<file path="src/rtl/fetch_pkg.sv">
// Shared constants and types for the prefetching fetch stage.
// Latency: n/a (declarations only).
// Backpressure: n/a.
package fetch_pkg;

  // Memory controller host-port opcodes
  localparam logic [1:0] OP_IDLE  = 2'b00;
  localparam logic [1:0] OP_READ  = 2'b01;
  localparam logic [1:0] OP_WRITE = 2'b10;

  // Instruction presented to decode when nothing meaningful is available
  localparam logic [31:0] NOP = 32'h7800_0000;

  localparam logic [31:0] DEFAULT_RESET_PC = 32'h0600_2000;

  typedef enum logic [1:0] {
    IDLE,
    READ,
    DRAIN
  } fetch_state_t;

endpackage

</file>
<file path="src/rtl/fetch_prefetch_instr_queue.sv">
// Synchronous FIFO holding {pc, instr} pairs between the line buffer and decode.
// Latency: a push is visible at the head the cycle after it is written.
// Backpressure: push ignored when full (even with a same-cycle pop); pop ignored when empty; clear wins.
// Ports: clk/rst, push/push_dat, pop, clear, head_dat, full, empty.
module instr_queue #(
  parameter int DEPTH = 4,
  parameter int WIDTH = 64
) (
  input  logic             clk,
  input  logic             rst,
  input  logic             push,
  input  logic [WIDTH-1:0] push_dat,
  input  logic             pop,
  input  logic             clear,
  output logic [WIDTH-1:0] head_dat,
  output logic             full,
  output logic             empty
);

  localparam int AW = $clog2(DEPTH);

  // Pointers carry one extra wrap bit so full and empty are distinguishable
  logic [AW:0]      wr_ptr_q, wr_ptr_d;
  logic [AW:0]      rd_ptr_q, rd_ptr_d;
  logic [WIDTH-1:0] mem_q [DEPTH];
  logic [WIDTH-1:0] mem_d [DEPTH];

  always_comb begin
    empty    = (wr_ptr_q == rd_ptr_q);
    full     = (wr_ptr_q[AW] != rd_ptr_q[AW]) && (wr_ptr_q[AW-1:0] == rd_ptr_q[AW-1:0]);
    head_dat = mem_q[rd_ptr_q[AW-1:0]];
    wr_ptr_d = wr_ptr_q;
    rd_ptr_d = rd_ptr_q;
    mem_d    = mem_q;
    if (clear) begin
      wr_ptr_d = '0;
      rd_ptr_d = '0;
    end else begin
      if (push && !full) begin
        mem_d[wr_ptr_q[AW-1:0]] = push_dat;
        wr_ptr_d = wr_ptr_q + 1'b1;
      end
      if (pop && !empty) begin
        rd_ptr_d = rd_ptr_q + 1'b1;
      end
    end
  end

  always_ff @(posedge clk) begin
    if (rst) begin
      wr_ptr_q <= '0;
      rd_ptr_q <= '0;
      mem_q    <= '{default: '0};
    end else begin
      wr_ptr_q <= wr_ptr_d;
      rd_ptr_q <= rd_ptr_d;
      mem_q    <= mem_d;
    end
  end

endmodule

</file>
<file path="src/rtl/fetch_prefetch.sv">
// Fetch stage: owns the PC, reads whole lines from the host port, feeds decode one instruction per cycle.
// Latency: line data arriving in cycle M is pushed at the end of M+1 and is valid at decode in M+2.
// Backpressure: stall holds the queue head; a full queue stops PC advance; injections never pop.
// Ports: redirect/restore reload the PC; stall/injections shape the decode side;
//        *_host is the memory controller read port (line-aligned, read only).
module fetch_prefetch import fetch_pkg::*; #(
  parameter logic [31:0] RESET_PC    = DEFAULT_RESET_PC,
  parameter int          LINE_BITS   = 512,
  parameter int          QUEUE_DEPTH = 4
) (
  input  logic                 clk,
  input  logic                 rst,
  input  logic                 redirect,
  input  logic [31:0]          redirect_pc,
  input  logic                 restore,
  input  logic [31:0]          PC_before_int,
  input  logic                 stall,
  input  logic                 use_cpu_injection,
  input  logic [31:0]          cpu_injection,
  input  logic                 use_INT_INSTR,
  input  logic [31:0]          INT_INSTR,
  output logic [31:0]          instr,
  output logic                 instr_valid,
  output logic [31:0]          current_PC,
  input  logic [LINE_BITS-1:0] DataIn_host,
  input  logic                 rd_valid_host,
  input  logic                 tx_done_host,
  output logic [LINE_BITS-1:0] DataOut_host,
  output logic [31:0]          AddrOut_host,
  output logic [1:0]           op_host
);

  localparam int INSTRS = LINE_BITS / 32;
  localparam int OFF    = $clog2(LINE_BITS / 8);
  localparam int IW     = $clog2(INSTRS);

  fetch_state_t                state_q, state_d;
  logic [31:0]                 fetch_pc_q, fetch_pc_d;
  logic [31:0]                 addr_q, addr_d;
  logic [INSTRS-1:0][31:0]     line_q, line_d;
  logic [31:OFF]               tag_q, tag_d;
  logic                        line_vld_q, line_vld_d;

  logic        flush, hit, inj;
  logic [31:0] flush_pc;
  logic [IW-1:0] word_idx;
  logic        q_push, q_pop, q_full, q_empty;
  logic [63:0] q_push_dat, q_head;

  instr_queue #(
    .DEPTH (QUEUE_DEPTH),
    .WIDTH (64)
  ) u_queue (
    .clk      (clk),
    .rst      (rst),
    .push     (q_push),
    .push_dat (q_push_dat),
    .pop      (q_pop),
    .clear    (flush),
    .head_dat (q_head),
    .full     (q_full),
    .empty    (q_empty)
  );

  always_comb begin
    flush      = restore | redirect;
    flush_pc   = restore ? PC_before_int : redirect_pc;
    hit        = line_vld_q && (tag_q == fetch_pc_q[31:OFF]);
    inj        = use_cpu_injection | use_INT_INSTR;
    word_idx   = fetch_pc_q[OFF-1:2];
    q_push     = hit && !q_full && !flush;
    q_push_dat = {fetch_pc_q, line_q[word_idx]};
    q_pop      = !q_empty && !stall && !inj;

    state_d    = state_q;
    fetch_pc_d = fetch_pc_q;
    line_d     = line_q;
    tag_d      = tag_q;
    line_vld_d = line_vld_q;

    case (state_q)
      // A flush always leaves the buffer invalid, so it is a guaranteed miss:
      // go straight to READ so the new line is requested the very next cycle.
      IDLE: if (flush || !hit) state_d = READ;
      READ: begin
        if (rd_valid_host && !flush) begin
          line_d     = DataIn_host;
          tag_d      = addr_q[31:OFF];
          line_vld_d = 1'b1;
        end
        if (tx_done_host)  state_d = IDLE;
        else if (flush)    state_d = DRAIN;
      end
      DRAIN: if (tx_done_host) state_d = IDLE;
      default: state_d = IDLE;
    endcase

    if (flush) begin
      line_vld_d = 1'b0;
      fetch_pc_d = flush_pc;
    end else if (q_push) begin
      fetch_pc_d = fetch_pc_q + 32'd4;
    end

    // Address is latched on entry to READ so later PC advance (once the line
    // lands mid-transaction) cannot move it while the request is open.
    if (state_d != READ)       addr_d = '0;
    else if (state_q == READ)  addr_d = addr_q;
    else                       addr_d = {fetch_pc_d[31:OFF], {OFF{1'b0}}};
  end

  always_ff @(posedge clk) begin
    if (rst) begin
      state_q    <= IDLE;
      fetch_pc_q <= RESET_PC;
      addr_q     <= '0;
      line_q     <= '0;
      tag_q      <= '0;
      line_vld_q <= 1'b0;
    end else begin
      state_q    <= state_d;
      fetch_pc_q <= fetch_pc_d;
      addr_q     <= addr_d;
      line_q     <= line_d;
      tag_q      <= tag_d;
      line_vld_q <= line_vld_d;
    end
  end

  always_comb begin
    instr       = NOP;
    instr_valid = 1'b0;
    if (use_cpu_injection) begin
      instr       = cpu_injection;
      instr_valid = 1'b1;
    end else if (use_INT_INSTR) begin
      instr       = INT_INSTR;
      instr_valid = 1'b1;
    end else if (!flush && !q_empty) begin
      instr       = q_head[31:0];
      instr_valid = 1'b1;
    end
    // With an empty queue the next head will be the fetch PC
    current_PC   = q_empty ? fetch_pc_q : q_head[63:32];
    op_host      = (state_q == READ) ? OP_READ : OP_IDLE;
    AddrOut_host = addr_q;
    DataOut_host = '0;
  end

endmodule
</file>
<file path="config.mk">
export PLATFORM = sky130hd
export DESIGN_NAME = fetch_prefetch
export DESIGN_NICKNAME = d
export VERILOG_FILES = /design/src/rtl/fetch_pkg.sv /design/src/rtl/fetch_prefetch_instr_queue.sv /design/src/rtl/fetch_prefetch.sv
export SDC_FILE = /design/constraint.sdc
export NUM_CORES = 2
export LEC_CHECK = 0
export BUFFER_PORTS_ARGS = -buffer_cell sky130_fd_sc_hd__buf_4
export CORE_AREA = 4 4 491 493
export DETAILED_ROUTE_END_ITERATION = 10
export DIE_AREA = 0 0 495 497
export PLACE_DENSITY_LB_ADDON = 0.12
export SETUP_SLACK_MARGIN = 0.05
export SLEW_MARGIN = 10
export SYNTH_ARGS = -nofsm -noshare
export SYNTH_HDL_FRONTEND = slang
export SYNTH_SLANG_ARGS = --single-unit
</file>
<file path="constraint.sdc">
create_clock -name clk -period 6.5 [get_ports clk]
set_clock_uncertainty 0.1 [all_clocks]
set_input_delay 0.975 -clock clk [delete_from_list [all_inputs] [get_ports clk]]
set_output_delay 0.975 -clock clk [all_outputs]
set_load 0.03 [all_outputs]
</file>
Word level (Yosys, flattened, before mapping)
Cells that the tools add are included.
{"block": "classes", "n_addsub": 3, "multipliers": 0, "div_mod_pow": 0, "n_lt_le_gt_ge": 4, "n_eq_ne": 7, "shift": 0, "mux": 24, "n_bitwise": 5, "reduce_logical": 24}
{"cell": "bitwise mux 256 bit", "n": 1}
{"cell": "two-way mux 32 bit", "n": 8}
{"cell": "two-way mux 64 bit", "n": 3}
{"cell": "binary-select mux 32 bit (select 4 bit)", "n": 1}
{"cell": "binary-select mux 64 bit (select 2 bit)", "n": 1}
{"cell": "demux 64 bit (select 2 bit)", "n": 1}
{"cell": "adder 32 x 3 -> 32 bit (second input constant)", "n": 1}
{"cell": "equality test 26 bit", "n": 1}
{"cell": "logical AND 1 bit", "n": 11}
{"cell": "two-way mux 2 bit", "n": 4}
{"cell": "adder 3 x 1 -> 3 bit (second input constant)", "n": 2}
{"cell": "greater-or-equal comparator 3 bit (second input constant)", "n": 2}
{"cell": "logical NOT 1 bit", "n": 6}
{"cell": "inverter 2 -> 3 bit", "n": 2}
{"cell": "one-hot mux 2 bit (3 select lines)", "n": 1}
{"cell": "less-than comparator 4 x 5 -> 1 bit (second input constant)", "n": 1}
{"cell": "two-way mux 1 bit", "n": 4}
{"cell": "AND reduction 2 bit", "n": 2}
{"cell": "OR reduction 2 bit", "n": 2}
{"cell": "equality test 3 bit", "n": 1}
{"cell": "less-than comparator 3 x 1 -> 1 bit (second input constant)", "n": 1}
{"cell": "equality test 2 x 1 -> 1 bit (second input constant)", "n": 1}
{"cell": "equality test 2 bit", "n": 1}
{"cell": "equality test 2 bit (second input constant)", "n": 1}
{"cell": "other kinds (7)", "n": 8}
{"block": "totals", "ff_bits": 861, "latch_bits": 0, "mem_bits_rw": 0, "mem_bits_ro": 0, "output_inout_bits": 611, "word_cells": 95, "mem_count": 0}

Logic depth before layout (Yosys ltp)
{"block": "logic_depth", "ltp_word": 8, "mapped_depth": 11, "ltp_nobuf": 7}

Hierarchy
A second synthesis with hierarchy kept.
{"block": "unflattened", "hier_cells": 4652, "area_unflattened_um2": 42321.8}
{"module": "fetch_prefetch", "n_inst": 1, "cells_per_inst": 3621, "area_per_inst_um2": 30182.7}
{"module": "instr_queue", "n_inst": 1, "cells_per_inst": 1031, "area_per_inst_um2": 12139.1}

Least setup slack after synthesis
No wires, ideal clock.
{"block": "synth_timing", "kind": "input port to output port", "start": "in redirect", "end": "out instr[10]", "arrival_time_ns": 2.971, "t_required_ns": 5.425, "slack_ns": 2.454, "path_stages": 7, "n_path_buf": 2, "path_cell_list": "clkbuf_1 > nor2_1 > nand2_1 > nor2_1 > clkbuf_1 > a22oi_1 > o21ai_0"}
{"block": "synth_via", "elab_chain_len": 6}
{"element": "from (decl)", "line_no": "fetch_prefetch.sv:13", "source": "input logic redirect,"}
{"element": "bitwise OR 1 bit", "line_no": "fetch_prefetch.sv:66", "source": "flush = restore | redirect;"}
{"element": "logical NOT 1 bit", "line_no": "fetch_prefetch.sv:139", "source": "end else if (!flush && !q_empty) begin"}
{"element": "logical AND 1 bit", "line_no": "fetch_prefetch.sv:139"}
{"element": "two-way mux 32 bit", "line_no": "fetch_prefetch.sv:139"}
{"element": "two-way mux 32 bit", "line_no": "fetch_prefetch.sv:136", "source": "end else if (use_INT_INSTR) begin"}
{"element": "two-way mux 32 bit", "line_no": "fetch_prefetch.sv:133", "source": "if (use_cpu_injection) begin"}
{"element": "to (decl)", "line_no": "fetch_prefetch.sv:22", "source": "output logic [31:0] instr,"}
Every way passes these cells.

Worst setup path after layout
{"block": "layout_timing", "start": "reg u_queue.rd_ptr_q[0]", "end": "out instr[24]"}
{"block": "layout_via", "elab_chain_len": 7, "elab_cells_between_ends": 10, "classes_between": "1 x eq/ne; 6 x mux; 1 x bitwise; 2 x reduce/logical"}
{"element": "from (decl)", "line_no": "fetch_prefetch_instr_queue.sv:24", "source": "logic [AW:0] rd_ptr_q, rd_ptr_d;"}
{"element": "from (signal assigned)", "line_no": "fetch_prefetch_instr_queue.sv:56", "source": "rd_ptr_q <= rd_ptr_d;"}
{"element": "inverter 2 -> 3 bit (not written as such)", "line_no": "fetch_prefetch_instr_queue.sv:31", "source": "head_dat = mem_q[rd_ptr_q[AW-1:0]];"}
{"element": "binary-select mux 64 bit (select 2 bit)", "line_no": "fetch_prefetch_instr_queue.sv:31"}
{"element": "two-way mux 64 bit (not written as such) (2 in series)", "line_no": "fetch_prefetch_instr_queue.sv:31"}
{"element": "two-way mux 32 bit *", "line_no": "fetch_prefetch.sv:139"}
{"element": "two-way mux 32 bit *", "line_no": "fetch_prefetch.sv:136"}
{"element": "two-way mux 32 bit *", "line_no": "fetch_prefetch.sv:133"}
Mark *: on every way between the ends. The rest lies on a longest branch, timed or not. The select of a mux whose other input is x is not followed.

==> reports/qor.yml <==
detailed_routing:
  drt_wl_total_mm: 201
  ant_nets: 0
  detail_route.drc_violations: 0
  route.detailed.wl_per_inst_um: 23.1
  via_count: 34516
  drt-pass1-iter-count: 7
  detail_route.iter0.violations: 2163
  avgViaCountPerCell: 3.96
grt:
  grt_max_degree: 202
  grt_pass1_vias: 33883
  grt_overflow_total: 0
  grt_pass1_wl_mm: 275
  number_of_antenna_violations_at_the_first_check_in_global_routing: 107
  overall_global_routing_usage_pct: 15.6
power:
  p_sw_share_pct: 28.3
  power.switching_mw: 3.85
  p_comb_share_pct: 11.8
  max_vdd_drop_v: 0.000203
  clkPwrFrac_pct: 48.1
  report.power.total_mw: 13.6
  seqPwrFrac_pct: 40.1
  p_int_mw: 9.76
  power.density_nw_per_um2: 263
  power.static_leakage_nw: 18.4
placement:
  io_buffer_count: 740
  placedInstanceArea_um2: 47900
  place_congestion: 0.776
  place_hpwl_mm: 145
critical_path:
  critical_path.startpoint: "u_queue.rd_ptr_q[0]"
  crit-reg2reg-launch: "fetch_pc_q[23]"
  crit_path_class: "flip-flop to output port"
  cp-end-kind: "output port"
  timing.critical_path.arrival_ns: 3.74
  cp_data_required_time_ns: 5.42
  critical_path.startpoint_type: "flip-flop"
  crit_fanout: 30
synthesis:
  synth-main-ff-cell: "dfxtp_1"
  synth_cell_types: 60
  synthesis.area_um2: 41300
  synth_largest_type_area_fraction_pct: 41.8
  synth_seq_cells: 861
  postSynth.asyncResetShare_pct: 0
  synthesis.instances: 4892
  synth.area.top_cells: "dfxtp_1 42%, nand2_1 15%, mux4_2 12%"
  yosysWarnings: 0
  synth_area_per_cell_um2: 8.44
  synth_sequential_area_ratio_pct: 41.8
  synth.largest_area_cell: "dfxtp_1"
  synth_edf_count: 0
clock_network:
  post-cts-setup-buffers: 0
  cts-root-buf: "clkbuf_16"
  clock_tree.buffer_depth: 3
  tritoncts: "yes"
  cts_max_level: 3
  cts.sinks: 861
  post_cts_resized: 0
  post_cts_hold_buffer_count: 0
  cts_inserted_buffers: 113
  worst_setup_hold_path_clk_slew_ns: 0.06
  worstSkewPairLatency_ns: 0.77
cells_and_area:
  drive_gt1_share_pct: 23.3
  post-route-cell-area_um2: 51800
  nets: 6084
  layout.core_utilization_pct: 21.9
  fill_cells: 26505
  area_delta_synth_final_pct: 25.5
  most_frequent_standard_cell_in_the_layout_excluding_fill_and_tap_cells: "nand2_1"
  layout_common_cells: "1667 x nand2_1, 855 x dfxtp_1, 795 x buf_4"
hold_path:
  timing.hold.worst.class: "input pin to flip-flop"
  min_from: "tx_done_host"
sta:
  finalMaxSlewViolations: 0
  final_min_period_over_clock_period_pct: 74.1
  grt_setup_unrepaired: "false"
  fmaxAchievable_mhz: 208
  hold-worst-slack_ns: 0.316
  worst_slew_pin_slew_ns: 1.22
  finalSetupViolations: 0
  slew-limit-headroom_pct: 18.2
  fin_tns_setup_ns: 0
  layout_min_cycle_time_ns: 4.82
  final-hold-violation-count: 0
floorplanning:
  placement_rows: 179
  die_height_um: 497
  fp.dieW_um: 495
  boundaryPins: 1260
  die_area_um2: 246000
  initial_utilization_pct: 17.4
  standard_cell_core_area_um2: 237000
run:
  maxCapViolCount: 0
status:
  outcome: "finished clean"
==> state kept, by name (all words and copies together), names as in the netlist <==
signal	flops
line_q	512
u_queue.mem_q	256
fetch_pc_q	32
AddrOut_host	26
tag_q	26
u_queue.rd_ptr_q	3
u_queue.wr_ptr_q	3
state_q	2
line_vld_q	1
==> cell type report <==
cell class | count | area [µm²] | share of cell area (%)
multi-input combinational | 3632 | 20400 | 39.4
tap | 3167 | 3960 | 7.65
sequential | 861 | 17300 | 33.3
clock inverter | 34 | 439 | 0.847
clock buffer | 175 | 3410 | 6.59
antenna | 26 | 65.1 | 0.126
timing repair buffer | 807 | 6200 | 12.0
inverter | 14 | 52.6 | 0.101
==> power by group through the flow <==
stage	sequential [mW]	clock, mW	combinational, mW
after CTS	5.47	6.82	1.63
final	5.47	6.55	1.61
after detailed placement	5.59	0	1.63
after global routing	5.48	7.00	1.72
after floorplan	5.54	0	1.19
after global placement	5.59	0	1.63
==> critical path, cell delays in order, from the launching register on <==
cell and delay, ns:
dfxtp_4 0.80, xnor2_1 0.18, nand3_1 0.28, nand2_1 0.15
nor2_2 0.94, a22oi_1 0.13, o21ai_0 0.29, buf_4 0.21
==> per-stage QoR <==
step           std cells  setup slack [ns]
3_3_place_gp        8481              2.11
3_5_place_dp        8481              2.07
4_1_cts             8690              1.50
5_1_grt             8691              1.36
6_report            8716              1.68
2_1_floorplan       5410              2.45
==> cell usage after synthesis, drive strengths merged, types with 2 or more instances <==
cell        n
a2111oi     2
a211oi      2
a21oi     807
a221oi      2
a222oi      8
a22o        4
a22oi      33
a32oi       5
and2        8
and3       10
and4        3
buf       607
clkbuf    296
dfxtp     861
ha          6
inv        14
mux2       32
mux2i       8
mux4      224
nand2    1667
nand2b      3
nand3      26
nand3b      2
nand4      25
nor2       40
nor2b       9
nor3       22
nor3b       2
nor4        8
o21a        2
o21ai      52
o22ai      12
o31a        3
o31ai      13
o41ai       5
or2         6
or3         5
or4         2
xnor2      40
xor2        7
==> cells by family (layout without fill, tap and decap cells) <==
kind of cell | after synthesis | count (layout) | synth area share [%]
and+or+nand+nor | 1841 | 1841 | 17.7
AOI/OAI and AO/OA | 955 | 955 | 12.4
buffers and inverters | 917 | 1030 | 13.6
DFF | 861 | 861 | 41.8
muxes | 264 | 264 | 13.3
xor gates and xnor gates | 47 | 47 | 0.997
adders and majority gates | 6 | 6 | 0.182
other | 1 | 545 | 0.00908
==> path summary, 6_finish.rpt <==
| check | endpoint | slack, ns | cells past startpoint |
|---|---|---|---|
| max | instr[24] | 1.68 | 7 |
| min | state_q[1] | 0.32 | 2 |
| max reg2reg | u_queue.mem_q[206] | 2.61 | 9 |
| min reg2reg | u_queue.mem_q[144] | 0.35 | 2 |
==> routing by layer <==
layer | vias up | global-route usage [%] | share of wire [%]
li1 | 16532 | - | -
met4 | 116 | 2.56 | 1.4
met3 | 272 | 5.41 | 8.3
met1 | 16603 | 20.0 | 43
met2 | 993 | 25.5 | 47
met5 | - | 0 | 0.38
No activity file was read; power rests on OpenSTA's default activity.
